File: src/rtl/tx_nchar_dispatch.sv
// tx_nchar_dispatch
// Transmit-side scheduler that sits between the TX data FIFO and the
// SpaceWire character encoder. It arbitrates pending time-codes, FCT
// requests and N-chars (time-code first, then FCT, then N-char). An N-char
// is only fetched or presented while credit is available. Each accepted
// N-char produces one char_sent pulse that is two cycles wide, and the
// credit counter decrements on that pulse.
//
// Ports:
//   pclk_tx, reset_tx   transmit clock, asynchronous active-high reset
//   link_run            link is in Run; nothing is presented while low
//   fct_counter_p       available transmit credit
//   fifo_empty/data/rd  TX FIFO interface; data valid one cycle after fifo_rd
//   tick_in, time_in    time-code request pulse and value
//   send_fct_req        level request for one FCT, dropped after fct_ack
//   fct_ack             one-cycle pulse when the encoder takes the FCT
//   tx_valid/type/data  character presented to the encoder
//                       (type 01 time-code, 10 FCT, 11 N-char)
//   tx_ack              encoder accepted the presented character
//   char_sent           N-char sent indication to the credit counter
module tx_nchar_dispatch #(
    parameter int CHAR_SENT_GAP = 3,
    parameter int DATA_W        = 9
) (
    input  logic              pclk_tx,
    input  logic              reset_tx,
    input  logic              link_run,
    input  logic [5:0]        fct_counter_p,
    input  logic              fifo_empty,
    input  logic [DATA_W-1:0] fifo_data,
    output logic              fifo_rd,
    input  logic              tick_in,
    input  logic [7:0]        time_in,
    input  logic              send_fct_req,
    output logic              fct_ack,
    output logic              tx_valid,
    output logic [1:0]        tx_type,
    output logic [DATA_W-1:0] tx_data,
    input  logic              tx_ack,
    output logic              char_sent
);

    localparam int CNT_W = $clog2(CHAR_SENT_GAP + 1);

    localparam logic [1:0] TYPE_NONE = 2'b00;
    localparam logic [1:0] TYPE_TC   = 2'b01;
    localparam logic [1:0] TYPE_FCT  = 2'b10;
    localparam logic [1:0] TYPE_NC   = 2'b11;

    typedef enum logic [2:0] {
        IDLE,
        SEND_TC,
        SEND_FCT,
        LOAD,
        WAIT_DATA,
        SEND_NC,
        SENT,
        GAP
    } state_t;

    state_t             state;
    logic               tick_pend;
    logic               tick_renew;
    logic [7:0]         tc_value;
    logic               held;
    logic [DATA_W-1:0]  hold_data;
    logic [CNT_W-1:0]   cnt;
    logic               credit_ok;

    assign credit_ok = (fct_counter_p != 6'd0);

    // Single pending time-code. A newer tick overwrites the stored value.
    // If a tick arrives while a time-code is already being presented, it is
    // a fresh request. tick_renew remembers this so that the ack for the
    // older value does not clear the newer request.
    always_ff @(posedge pclk_tx or posedge reset_tx) begin
        if (reset_tx) begin
            tick_pend  <= 1'b0;
            tick_renew <= 1'b0;
            tc_value   <= 8'd0;
        end else if (tick_in) begin
            tick_pend  <= 1'b1;
            tc_value   <= time_in;
            tick_renew <= (state == SEND_TC) && !tx_ack && link_run;
        end else if (state == SEND_TC && (tx_ack || !link_run)) begin
            if (tx_ack) begin
                tick_pend <= tick_renew;
            end
            tick_renew <= 1'b0;
        end
    end

    // Main scheduler with registered outputs.
    // IDLE re-evaluates priority every cycle. send_fct_req is ignored while
    // fct_ack is high because the requester drops its level only after it
    // sees the ack. A word that was fetched but not acked stays in hold_data
    // with held set, and it is presented again before any new FIFO read.
    // The SENT/GAP tail stretches char_sent and then waits, so the credit
    // counter can apply the decrement before the next credit check.
    always_ff @(posedge pclk_tx or posedge reset_tx) begin
        if (reset_tx) begin
            state     <= IDLE;
            held      <= 1'b0;
            hold_data <= '0;
            cnt       <= '0;
            fifo_rd   <= 1'b0;
            fct_ack   <= 1'b0;
            tx_valid  <= 1'b0;
            tx_type   <= TYPE_NONE;
            tx_data   <= '0;
            char_sent <= 1'b0;
        end else begin
            fifo_rd <= 1'b0;
            fct_ack <= 1'b0;
            case (state)
                IDLE: begin
                    if (tick_pend && link_run) begin
                        state    <= SEND_TC;
                        tx_valid <= 1'b1;
                        tx_type  <= TYPE_TC;
                        tx_data  <= {{(DATA_W-8){1'b0}}, tc_value};
                    end else if (send_fct_req && !fct_ack && link_run) begin
                        state    <= SEND_FCT;
                        tx_valid <= 1'b1;
                        tx_type  <= TYPE_FCT;
                        tx_data  <= '0;
                    end else if (link_run && credit_ok && (held || !fifo_empty)) begin
                        if (held) begin
                            state    <= SEND_NC;
                            tx_valid <= 1'b1;
                            tx_type  <= TYPE_NC;
                            tx_data  <= hold_data;
                        end else begin
                            state   <= LOAD;
                            fifo_rd <= 1'b1;
                        end
                    end
                end
                SEND_TC, SEND_FCT: begin
                    if (tx_ack || !link_run) begin
                        state    <= IDLE;
                        tx_valid <= 1'b0;
                        tx_type  <= TYPE_NONE;
                        tx_data  <= '0;
                        fct_ack  <= tx_ack && (state == SEND_FCT);
                    end
                end
                LOAD: begin
                    state <= WAIT_DATA;
                end
                WAIT_DATA: begin
                    hold_data <= fifo_data;
                    held      <= 1'b1;
                    if (link_run) begin
                        state    <= SEND_NC;
                        tx_valid <= 1'b1;
                        tx_type  <= TYPE_NC;
                        tx_data  <= fifo_data;
                    end else begin
                        state <= IDLE;
                    end
                end
                SEND_NC: begin
                    if (tx_ack) begin
                        state     <= SENT;
                        held      <= 1'b0;
                        tx_valid  <= 1'b0;
                        tx_type   <= TYPE_NONE;
                        tx_data   <= '0;
                        char_sent <= 1'b1;
                        cnt       <= '0;
                    end else if (!link_run) begin
                        state    <= IDLE;
                        tx_valid <= 1'b0;
                        tx_type  <= TYPE_NONE;
                        tx_data  <= '0;
                    end
                end
                SENT: begin
                    if (cnt == CNT_W'(1)) begin
                        state     <= GAP;
                        char_sent <= 1'b0;
                        cnt       <= '0;
                    end else begin
                        cnt <= cnt + CNT_W'(1);
                    end
                end
                GAP: begin
                    if (cnt == CNT_W'(CHAR_SENT_GAP - 1)) begin
                        state <= IDLE;
                        cnt   <= '0;
                    end else begin
                        cnt <= cnt + CNT_W'(1);
                    end
                end
                default: begin
                    state <= IDLE;
                end
            endcase
        end
    end

endmodule

File: config.mk
export PLATFORM = sky130hd
export DESIGN_NAME = tx_nchar_dispatch
export DESIGN_NICKNAME = d
export VERILOG_FILES = /design/src/rtl/tx_nchar_dispatch.sv
export SDC_FILE = /design/constraint.sdc
export NUM_CORES = 1
export LEC_CHECK = 0
export ABC_CLOCK_PERIOD_IN_PS = 4570
export BUFFER_PORTS_ARGS = -buffer_cell sky130_fd_sc_hd__buf_2
export CAP_MARGIN = 20
export CORE_MARGIN = 2
export CORE_UTILIZATION = 46
export CTS_CLUSTER_SIZE = 20
export DETAILED_ROUTE_END_ITERATION = 16
export GPL_TIMING_DRIVEN = 0
export PLACE_DENSITY = 0.8
export SYNTH_ARGS = -nofsm -noshare
export SYNTH_HDL_FRONTEND = slang
export SYNTH_SLANG_ARGS = --single-unit
export TNS_END_PERCENT = 10
File: constraint.sdc
create_clock -name pclk_tx -period 4.57 [get_ports pclk_tx]
set_input_delay 0.457 -clock pclk_tx [delete_from_list [all_inputs] [get_ports pclk_tx]]
set_output_delay 0.457 -clock pclk_tx [all_outputs]
set_load 0.02 [all_outputs]
# Yosys cells after proc, flatten, opt, wreduce, memory -nomap -nowiden
# Index checks and enable logic that the tools add are counted.
[classes]
add_sub_neg = 1
eq_ne = 17
mux = 59
reduce_logical = 30
[op_table]
columns = ["operator", "n"]
rows = [
  ["2-to-1 mux 9 bit", 8],
  ["case mux 9 bit (4 select lines)", 1],
  ["2-to-1 mux 3 bit", 10],
  ["2-to-1 mux 1 bit", 23],
  ["2-to-1 mux 2 bit", 11],
  ["case mux 3 bit (7 select lines)", 1],
  ["== test 3 bit, second input constant", 4],
  ["inequality test 2 bit, second input constant", 5],
  ["logical AND 1 bit", 9],
  ["inequality test 4 bit, second input constant", 2],
  ["case mux 2 bit (4 select lines)", 1],
  ["nonzero test 2 bit", 4],
  ["== test 3 x 2 -> 1 bit, second input constant", 2],
  ["case mux 2 bit (3 select lines)", 1],
  ["AND reduction 2 bit", 3],
  ["AND reduction 6 bit", 1],
  ["nonzero test 6 bit", 1],
  ["AND reduction 5 bit", 1],
  ["logical NOT 1 bit", 4],
  ["case mux 1 bit (2 select lines)", 2],
  ["case mux 1 bit (4 select lines)", 1],
  ["nonzero test 4 bit", 1],
  ["== test 3 x 1 -> 1 bit, second input constant", 1],
  ["logical NOT 3 bit", 1],
  ["other kinds (8)", 9],
]
[word_totals]
reg_bits = 40
output_inout_bits = 15

# Depth between registers and ports, before layout
# Gate-level depths: netlist of run 1.
[logic_depth]
ltp_word = 7
mapped_depth = 7
ltp_nobuf = 5

# Least setup slack after synthesis of run 1
# No wires, ideal clock.
[synth_path]
path_kind = "input-to-reg"
start = "input fct_counter_p[1]"
end = "register tx_data[0]"
arrival_ps = 1857
t_required_ps = 4445
setup_slack_ps = 2588
cell_stages = 6
path_cell_list = "or4_4 > o221ai_4 > and3_4 > nor4_4 > buf_8 > mux2_4"
[synth_via]
elab_chain_cells = 5
[synth_rtl]
columns = ["item", "line", "text"]
rows = [
  ["start, declared", "28", "input logic [5:0] fct_counter_p,"],
  ["nonzero test 6 bit", "70", "assign credit_ok = (fct_counter_p != 6'd0);"],
  ["logical AND 1 bit (2 in a row)", "127", "end else if (link_run && credit_ok && (held || !fifo_empty)) begin"],
  ["inequality test 4 bit (no source line)", "n/a", ""],
  ["AND reduction 6 bit (no source line)", "n/a", ""],
  ["end signal, assigned", "121", "tx_data <= {{(DATA_W-8){1'b0}}, tc_value};"],
  ["end signal, assigned", "132", "tx_data <= hold_data;"],
  ["end signal, assigned", "158", "tx_data <= fifo_data;"],
  ["end, declared", "38", "output logic [DATA_W-1:0] tx_data,"],
]
# Every way passes these cells.
# A chain may end at the register's enable or synchronous reset.

# Worst setup path after layout of run 1
[layout_path]
start = "register state[0]"
end = "register tx_data[3]"
[layout_via]
elab_chain_cells = 4
[layout_rtl]
columns = ["item", "line", "text"]
rows = [
  ["start, declared", "61", "state_t state;"],
  ["start signal, assigned", "102", "state <= IDLE;"],
  ["start signal, assigned", "118", "state <= SEND_TC;"],
  ["start signal, assigned", "123", "state <= SEND_FCT;"],
  ["== test 3 x 1 -> 1 bit or == test 3 x 2 -> 1 bit (tied branches)", "115", "case (state)"],
  ["OR reduction 2 bit", "115", ""],
  ["nonzero test 4 bit (no source line) or inequality test 2 bit (tied branches)", "n/a", ""],
  ["AND reduction 6 bit (no source line)", "n/a", ""],
]
# Parallel ways exist; a longest one is shown, timed or not.

==> summary.txt, run 1 <==
# rows: 24
pwr/cell area: 693 nW/um^2
Hold WC Path Type: primary input to asynchronous set/reset pin
pin count of the biggest net entering global routing: 41
Fmax: 506 MHz
drt total wl: 4720 um
CP max stage delay: 510 ps
Lkg Pwr: 1.22 nW
# setup viols final: 0
Primary FF master, synth: dfrtp_1
Yosys top cell area share: 48.5%
critical path class: register to register
Clock Latency Late Sink: 300 ps
Max IR drop VDD: 301 uV
most frequent cells after synthesis: nand2_1 (41), dfrtp_1 (40), o21ai_0 (16), mux2_2 (10), mux2_4 (9)
Max Buffers Root-to-Sink: 2
CP Max Fanout: 10
status: complete, no violations
DRC: 0
GP Congestion: 0.930
Final TNS setup: 0 ps
nets: 281
CP Capture Type: register
WHS: 305 ps
share of layout cells above drive strength 1: 34.5%
vias in the first global route: 1522
Initial DRT Pass Iterations: 6
DP HPWL: 3300 um
Syn. warnings: 0
Post-Syn Instances: 199
dpl ws: 2400 ps
sequential cell area fraction in the yosys report: 48.5%
Cell Area, Synth: 2060 um^2
Via Count: 1720
CP max stage cell: xnor2_1
Async SR Flop Fraction: 100%
total CTS buffers: 5
ANT cells: 0
Die Ht: 71.0 um
post-synth cell types: 43
die area: 5030 um^2
Final WS setup: 2600 ps
DR iter-0 viols: 192
CP cell instances: buf_2 > nor2_1 > xnor2_1 > o21ai_0 > mux2_4
Root Buffer Master: clkbuf_8
post-CTS sizing: 0
CP startpoint kind: register
first-pass GRT wire length: 7650 um
GRT overflow: 0
synthesized flop and latch total: 40
Area Overhead vs Synth: 20.0%
clk slew on worst S/H paths: 80 ps
Post-CTS Setup Inserts: 0
Max transition margin: 45.9%
Core Util, Final: 57.2%
core area: 4320 um^2
initial antenna violation count: 0
post-synth top area cell: dfrtp_1
I/O pin cnt: 45
Worst Skew: 9.58 ps
Final Cycle Share: 43.2%
syn_nets: 229
Synth area leaders: dfrtp_1 (49%), nand2_1 (7.5%), mux2_4 (6.6%)
count of pins over their slew limit: 0
CTS tree: built
# clock sinks: 40
Tot Pwr: 1.72 mW
H-tree depth: 2
Starting Density: 47.7%
fill cell instance count of the final layout: 386
Routed Antenna Nets: 0
Critical Path RT: 4760 ps
CTS Hold Bufs: 0
Worst Max-Slew Pin Slew: 811 ps
Vias/cell: 5.66
fin crit period: 1970 ps
count leader, synth: nand2_1
RSZ-0062 raised after global routing: no
Max-Cap Viols: 0
Buffers on Ports: 44
GRT Total Usage: 19.3%
EDFF count, synth: 0
synthesized area per cell: 10.4 um^2
routed len/inst: 15.5 um
Hold Vio Cnt, Final: 0
Worst Path Arrival: 2170 ps
die width: 71.0 um
-- stage by stage --
stage	area [um^2]	std cells
2_1_floorplan	2060	199
3_3_place_gp	2350	295
3_5_place_dp	2350	295
4_1_cts	2470	303
5_1_grt	2470	304
6_report	2470	304
-- path summary, 6_finish.rpt --
path / from / to / slack [ps] / cells past startpoint
setup / recovery: state[0] / tx_data[3] / 2600 / 5
hold / removal: reset_tx / tx_data[3] / 310 / 2
setup reg to reg: state[0] / tx_data[3] / 2600 / 5
hold reg to reg: hold_data[6] / hold_data[6] / 490 / 2
max in group asynchronous: reset_tx / state[0] / 3750 / 2
min in group pclk_tx: fifo_data[5] / hold_data[5] / 370 / 3
-- placed cells by master (no fill, tap or decap), drive strengths merged, types with 2 or more instances in the layout --
cell type | Yosys | final
a22oi | 8 | 8
inv | 6 | 6
nand2 | 41 | 41
buf | 4 | 48
clkbuf | 6 | 13
mux2i | 3 | 3
mux2 | 19 | 19
a211oi | 2 | 2
or3 | 2 | 2
o21ai | 17 | 17
nand3 | 4 | 4
and3 | 2 | 2
a21oi | 7 | 7
nand3b | 3 | 3
nor2b | 3 | 3
nor2 | 6 | 6
a221oi | 3 | 3
nor3 | 4 | 4
a21boi | 2 | 2
nand2b | 2 | 2
dfrtp | 40 | 40
-- flip-flops by register name, summed over array words and instances, names as in the netlist, 2 cells and up --
signal,count
cnt,2
hold_data,9
state,3
tc_value,8
tx_data,9
tx_type,2
-- per-layer routing --
layer  global-route usage (%)  wire [um]
met5                        0          0
met4                     6.71         78
met3                     3.70        297
met2                     28.8       2200
met1                     28.3       2150
-- logic make-up (layout without fill, tap and decap cells) --
| logic type | Yosys count | after routing | share of synthesized area [%] |
|---|---|---|---|
| AO/OA/AOI/OAI | 46 | 46 | 15.5 |
| XOR/XNOR | 1 | 1 | 0.425 |
| buffers and inverters | 16 | 69 | 3.94 |
| flip-flops | 40 | 40 | 48.5 |
| multiplexers | 22 | 22 | 13.5 |
| AND/OR/NAND/NOR | 74 | 74 | 18.1 |
-- where the power goes --
| group | internal, mW | total [mW] | switching [mW] |
|---|---|---|---|
| Sequential | 0.485 | 0.577 | 0.0921 |
| Combinational | 0.375 | 0.829 | 0.454 |
| Clock | 0.179 | 0.310 | 0.131 |
-- critical path: cells and delay by family (launching register included) --
kind | cells | cell delay, ps
buf+inv | 1 | 250
flops | 1 | 450
xor+xnor | 1 | 510
mux | 1 | 300
compound gates | 1 | 270
simple gates | 1 | 100
-- area by class of cell --
cell class | instances | area (um^2) | area share (%)
plain buffers | 10 | 58.8 | 2.38
multi-input cells | 143 | 980 | 39.6
clock inverters | 2 | 38.8 | 1.57
flip-flops and latches | 40 | 1000 | 40.5
clock buffers | 6 | 82.6 | 3.34
well taps | 52 | 65.1 | 2.63
repair buffers | 45 | 225 | 9.10
inverters | 6 | 22.5 | 0.910
(Power assumes the default switching activity.)
==> run 2, diff against run 1 <==
ABC_CLOCK_PERIOD_IN_PS = 1900   (was 4570)
clock period = 1.9 ns   (was 4.57 ns; I/O delays follow)
==> run 2 against run 1 <==
- sequential share of layout area fell by 0.94 points
- combinational power rose to 2.6 times the previous value
- clock power rose by 140%
- maximum frequency rose by 4.8%
- global-route usage rose by 0.16 points
- final area rose by 2.6%
- non-clock buffer count rose by 1
- critical path type unchanged
- largest cell class is now multi-input gates
- highest routed layer unchanged
==> summary.txt, run 2 (synthesized netlist as in run 1, its figures left out) <==
Via Count: 1714
count of pins over their slew limit: 0
ANT cells: 0
placed insts: 295
Final WS setup: 15.3 ps
Storage cell area: 1000 um^2
initial antenna violation count: 0
sw frac: 39.6%
CTS tree: built
Worst Skew: 9.15 ps
pwr/cell area: 1680 nW/um^2
GRT Total Usage: 19.4%
I/O pin cnt: 45
drt total wl: 4770 um
Hold WC Path Type: primary input to asynchronous set/reset pin
status: complete, no violations
Worst Max-Slew Pin Slew: 815 ps
fin crit period: 1880 ps
RSZ-0062 raised after global routing: yes
pin count of the biggest net entering global routing: 41
GP Congestion: 0.930
CP startpoint kind: register
H-tree depth: 2
die width: 71.0 um
Pint: 2.57 mW
sequential share of power: 32.8%
Routed Antenna Nets: 0
Buffers on Ports: 44
Fmax: 531 MHz
core area: 4320 um^2
highest-count cells in the layout ignoring fill and taps: buf_2 (44), nand2_1 (41), dfrtp_1 (38)
GRT overflow: 0
Max IR drop VDD: 672 uV
nets: 282
die area: 5030 um^2
clk slew on worst S/H paths: 80 ps
Logic pwr share: 49.7%
design area: 2540 um^2
Layout Cells excl Fill: 305
share of layout cells above drive strength 1: 38.7%
Die Ht: 71.0 um
fill cell instance count of the final layout: 377
Core Util, Final: 58.7%
Placed Area: 2350 um^2
Starting Density: 47.7%
Critical Path RT: 2080 ps
Initial DRT Pass Iterations: 5
# rows: 24
total CTS buffers: 5
most common cell after layout, fill and taps aside: buf_2
DP HPWL: 3300 um
dpl ws: -241 ps
Final Cycle Share: 99.2%
Clock Latency Late Sink: 300 ps
CP Max Fanout: 10
multi-input combinational cell area: 1020 um^2
CP Capture Type: register
DRC: 0
# clock sinks: 40
Root Buffer Master: clkbuf_8
Max Buffers Root-to-Sink: 2
Max transition margin: 45.6%
first-pass GRT wire length: 7730 um
vias in the first global route: 1558
Area Overhead vs Synth: 23.1%
largest registers: hold_data (9), tx_data (9), tc_value (8)
Lkg Pwr: 1.24 nW
Worst Path Arrival: 2070 ps
# setup viols final: 0
Hold Vio Cnt, Final: 0
DR iter-0 viols: 180
clock power share: 17.5%
switching power: 1.69 mW
Max-Cap Viols: 0
Vias/cell: 5.62
routed len/inst: 15.6 um
critical path class: register to register
## run 2: cell types whose count changed in the layout (fill, tap and decap cells not counted), sizes merged
cell,previous run,this run
buf,48,49
clkinvlp,0,1
inv,6,5
## run 2: routing by layer
metal  global-route usage [%]  share of wire (%)
met1                     28.2                 44
met2                     29.4                 48
met3                     3.70                6.6
met4                     6.71                1.2
met5                        0                  0
## run 2: metrics by stage
step	hold WS [ps]	TNS [ps]	total power, mW
2_1_floorplan	309	0	2.88
3_3_place_gp	402	-1180	3.30
3_5_place_dp	407	-1580	3.35
4_1_cts	80.0	0	4.16
5_1_grt	110	-187	4.53
6_report	42.6	0	4.26
## run 2: worst paths after layout
kind	startpoint	endpoint	slack (ps)	cells after the start
worst max-delay path	state[2]	tx_type[1]	20	6
worst min-delay path	reset_tx	tx_data[3]	40	2
worst max register to register	state[2]	tx_type[1]	20	6
worst min register to register	hold_data[1]	hold_data[1]	490	2
max in group asynchronous	reset_tx	state[0]	1290	2
min in group pclk_tx	fifo_data[5]	hold_data[5]	100	3
## run 2: final cells by class
cell class | instances | area share (%)
inverter | 6 | 1.03
sequential | 40 | 39.5
clock inverter | 2 | 1.53
timing repair buffer | 46 | 9.27
buffer | 10 | 2.51
tap | 52 | 2.56
clock buffer | 6 | 3.25
multi-input combinational | 143 | 40.3
## run 2: power groups by stage
stage / registers, mW / logic, mW / clock network [mW]
CTS: 1.39 / 2.02 / 0.753
finish: 1.40 / 2.12 / 0.746
floorplan: 1.50 / 1.39 / 0
global placement: 1.38 / 1.91 / 0
detailed placement: 1.39 / 1.96 / 0
global route: 1.44 / 2.31 / 0.783
## run 2: critical path, cell delays in order (launching register included)
cell     delay, ps
dfrtp_1        370
buf_4          160
or3b_2         520
a21oi_4        220
nor4_4          60
buf_8          160
mux2_4         290
## run 2: repair_timing
item                       in CTS  in global routing
hold endpoints to repair        0                  0
setup buffers                   1                  1
gates resized for setup         3                 12
pin swaps                       1                  1
hold buffers                    0                  0
setup endpoints to repair      13                 13
==> run 3, diff against run 2 <==
ABC_AREA = 1   (was not set)
PLACE_DENSITY = 0.67   (was 0.8)
==> run 3 against run 2 <==
- wire length decreased by 6.3%
- count of clock-buffer cells in the layout unchanged
- sequential cell count unchanged
- sequential share of layout area increased by 0.49 points
- critical path depth increased by 2
- critical path type unchanged
- critical endpoint is now tx_data[8]
==> summary.txt, run 3 <==
sequential cell area fraction in the yosys report: 47.8%
CTS tree: built
clk slew on worst S/H paths: 80 ps
routed len/inst: 11.7 um
CP Max Fanout: 7
Buffers on Ports: 44
RSZ-0062 raised after global routing: no
DP HPWL: 3340 um
vias in the first global route: 1759
synthesized flop and latch total: 40
switching power: 1.59 mW
Yosys top cell area share: 47.8%
Final Cycle Share: 86.7%
critical path class: register to register
GP Congestion: 0.892
CP dominant cell by count: nand2_1
pwr/cell area: 1520 nW/um^2
initial antenna violation count: 0
Worst path top cell family by delay: flip-flops
most frequent cells after synthesis: nand2_1 (112), dfrtp_1 (40), o21ai_0 (31), inv_1 (21), nor2_1 (18)
Max-Cap Viols: 0
status: complete, no violations
CP Capture Type: register
Layout Cells excl Fill: 382
core area: 4380 um^2
Async SR Flop Fraction: 100%
GRT overflow: 0
post-CTS sizing: 0
Routed Antenna Nets: 0
Initial DRT Pass Iterations: 4
Storage cell area: 1000 um^2
die area: 5110 um^2
first-pass GRT wire length: 7820 um
count of pins over their slew limit: 0
total CTS buffers: 5
Critical Path RT: 2080 ps
# rows: 24
Vias/cell: 4.94
Max transition margin: 44.6%
CP startpoint kind: register
Hold WC Path Type: primary input to asynchronous set/reset pin
largest registers: hold_data (9), tx_data (9), tc_value (8)
multi-input combinational cell area: 912 um^2
Max IR drop VDD: 540 uV
CP cell instances: inv_4 > nand2_4 > o21ai_0 > inv_1 > nand2_1 > nand2_1 > nand2_1 > nand2_1
GRT Total Usage: 19.4%
Post-CTS Setup Inserts: 0
drt total wl: 4470 um
post-synth top area cell: dfrtp_1
die width: 71.5 um
syn_nets: 308
Syn. warnings: 0
highest-count cells in the layout ignoring fill and taps: nand2_1 (112), buf_2 (44), dfrtp_1 (40)
Worst Skew: 4.55 ps
share of layout cells above drive strength 1: 24.2%
CP max stage delay: 480 ps
Fmax: 607 MHz
DR iter-0 viols: 113
EDFF count, synth: 0
Root Buffer Master: clkbuf_8
Final TNS setup: 0 ps
Via Count: 1887
sw frac: 42.0%
fin crit period: 1650 ps
Lkg Pwr: 1.40 nW
I/O pin cnt: 45
WP buf/inv: 2
Synth area leaders: dfrtp_1 (48%), nand2_1 (20%), o21ai_0 (7.4%)
post-synth cell types: 27
Clock Latency Late Sink: 290 ps
Worst Path Arrival: 1830 ps
fill cell instance count of the final layout: 464
Primary FF master, synth: dfrtp_1
# setup viols final: 0
CP max stage cell: dfrtp_1
ANT cells: 0
Pint: 2.20 mW
Cell Area, Synth: 2090 um^2
most common cell after layout, fill and taps aside: nand2_1
DRC: 0
Worst Max-Slew Pin Slew: 829 ps
Starting Density: 47.8%
Max Buffers Root-to-Sink: 2
clock power share: 19.2%
synthesized area per cell: 7.53 um^2
count leader, synth: nand2_1
# clock sinks: 40
Area Overhead vs Synth: 19.4%
nets: 359
H-tree depth: 2
placed insts: 374
Hold Vio Cnt, Final: 0
Post-Syn Instances: 278
Logic pwr share: 46.7%
Die Ht: 71.5 um
sequential share of power: 34.1%
CTS Hold Bufs: 0
pin count of the biggest net entering global routing: 41
## run 3: cell types whose count changed in the layout (fill, tap and decap cells not counted), sizes merged, moves of 7 or more
cell	previous run	this run
a22oi	8	1
inv	5	26
nor2	6	23
nand2	41	120
mux2	19	0
nand3	4	14
o21ai	17	34
## run 3: path summary, 6_finish.rpt
check	startpoint	to	slack [ps]	cells after the start
max	state[0]	tx_data[8]	250	8
min	reset_tx	cnt[0]	60	2
max reg2reg	state[0]	tx_data[8]	250	8
min reg2reg	tc_value[6]	tc_value[6]	480	2
max in group asynchronous	reset_tx	state[1]	1320	2
min in group pclk_tx	time_in[2]	tc_value[2]	90	3
## run 3: final cells by class
cell class                 count  area share [%]
sequential                    40            40.0
multi-input combinational    202            36.5
timing repair buffer          44            8.80
inverter                      28            4.35
clock buffer                   6            3.30
buffer                         8            2.90
tap                           52            2.60
clock inverter                 2            1.55
## run 3: through the flow
step                util, %  power, mW  hold WS (ps)  setup WS, ps  cell area [um^2]
floorplan                 -       2.64           302           485              2090
global placement       54.3       3.05           387           208              2380
detailed placement     54.3       3.08           393           254              2380
CTS                    57.0       3.82          83.2           248              2500
global route           57.0       4.12          99.5          88.4              2500
finish                 57.0       3.79          56.8           253              2500
## run 3: power by group through the flow
stage / logic, mW / registers (mW) / clock network [mW]
detailed placement: 1.77 / 1.31 / 0
finish: 1.77 / 1.29 / 0.729
CTS: 1.78 / 1.29 / 0.750
global placement: 1.75 / 1.30 / 0
global route: 2.03 / 1.32 / 0.774
floorplan: 1.22 / 1.42 / 0
## run 3: worst reg2reg max path: stages (launching register included)
cell     delay (ps)
dfrtp_1         480
inv_4           140
nand2_4          60
o21ai_0         440
inv_1           150
nand2_1         100
nand2_1          50
nand2_1          70
nand2_1          50
## run 3: logic make-up after synthesis
| kind of cell | Yosys count | share of synthesized area, % |
|---|---|---|
| buffers and inverters | 36 | 8.66 |
| AND/OR/NAND/NOR | 159 | 32.7 |
| AO/OA/AOI/OAI | 43 | 10.8 |
| flip-flops | 40 | 47.8 |
## run 3: routing by layer
metal  share of wire (%)  wire [um]  up-vias  global-route usage (%)
li1                    -          -      977                       -
met1                  49       2200      851                    27.5
met2                  44       1980       53                    29.8
met3                 5.2        231        6                    4.08
met4                 1.4         62        0                    6.29
met5                   0          0        -                       0
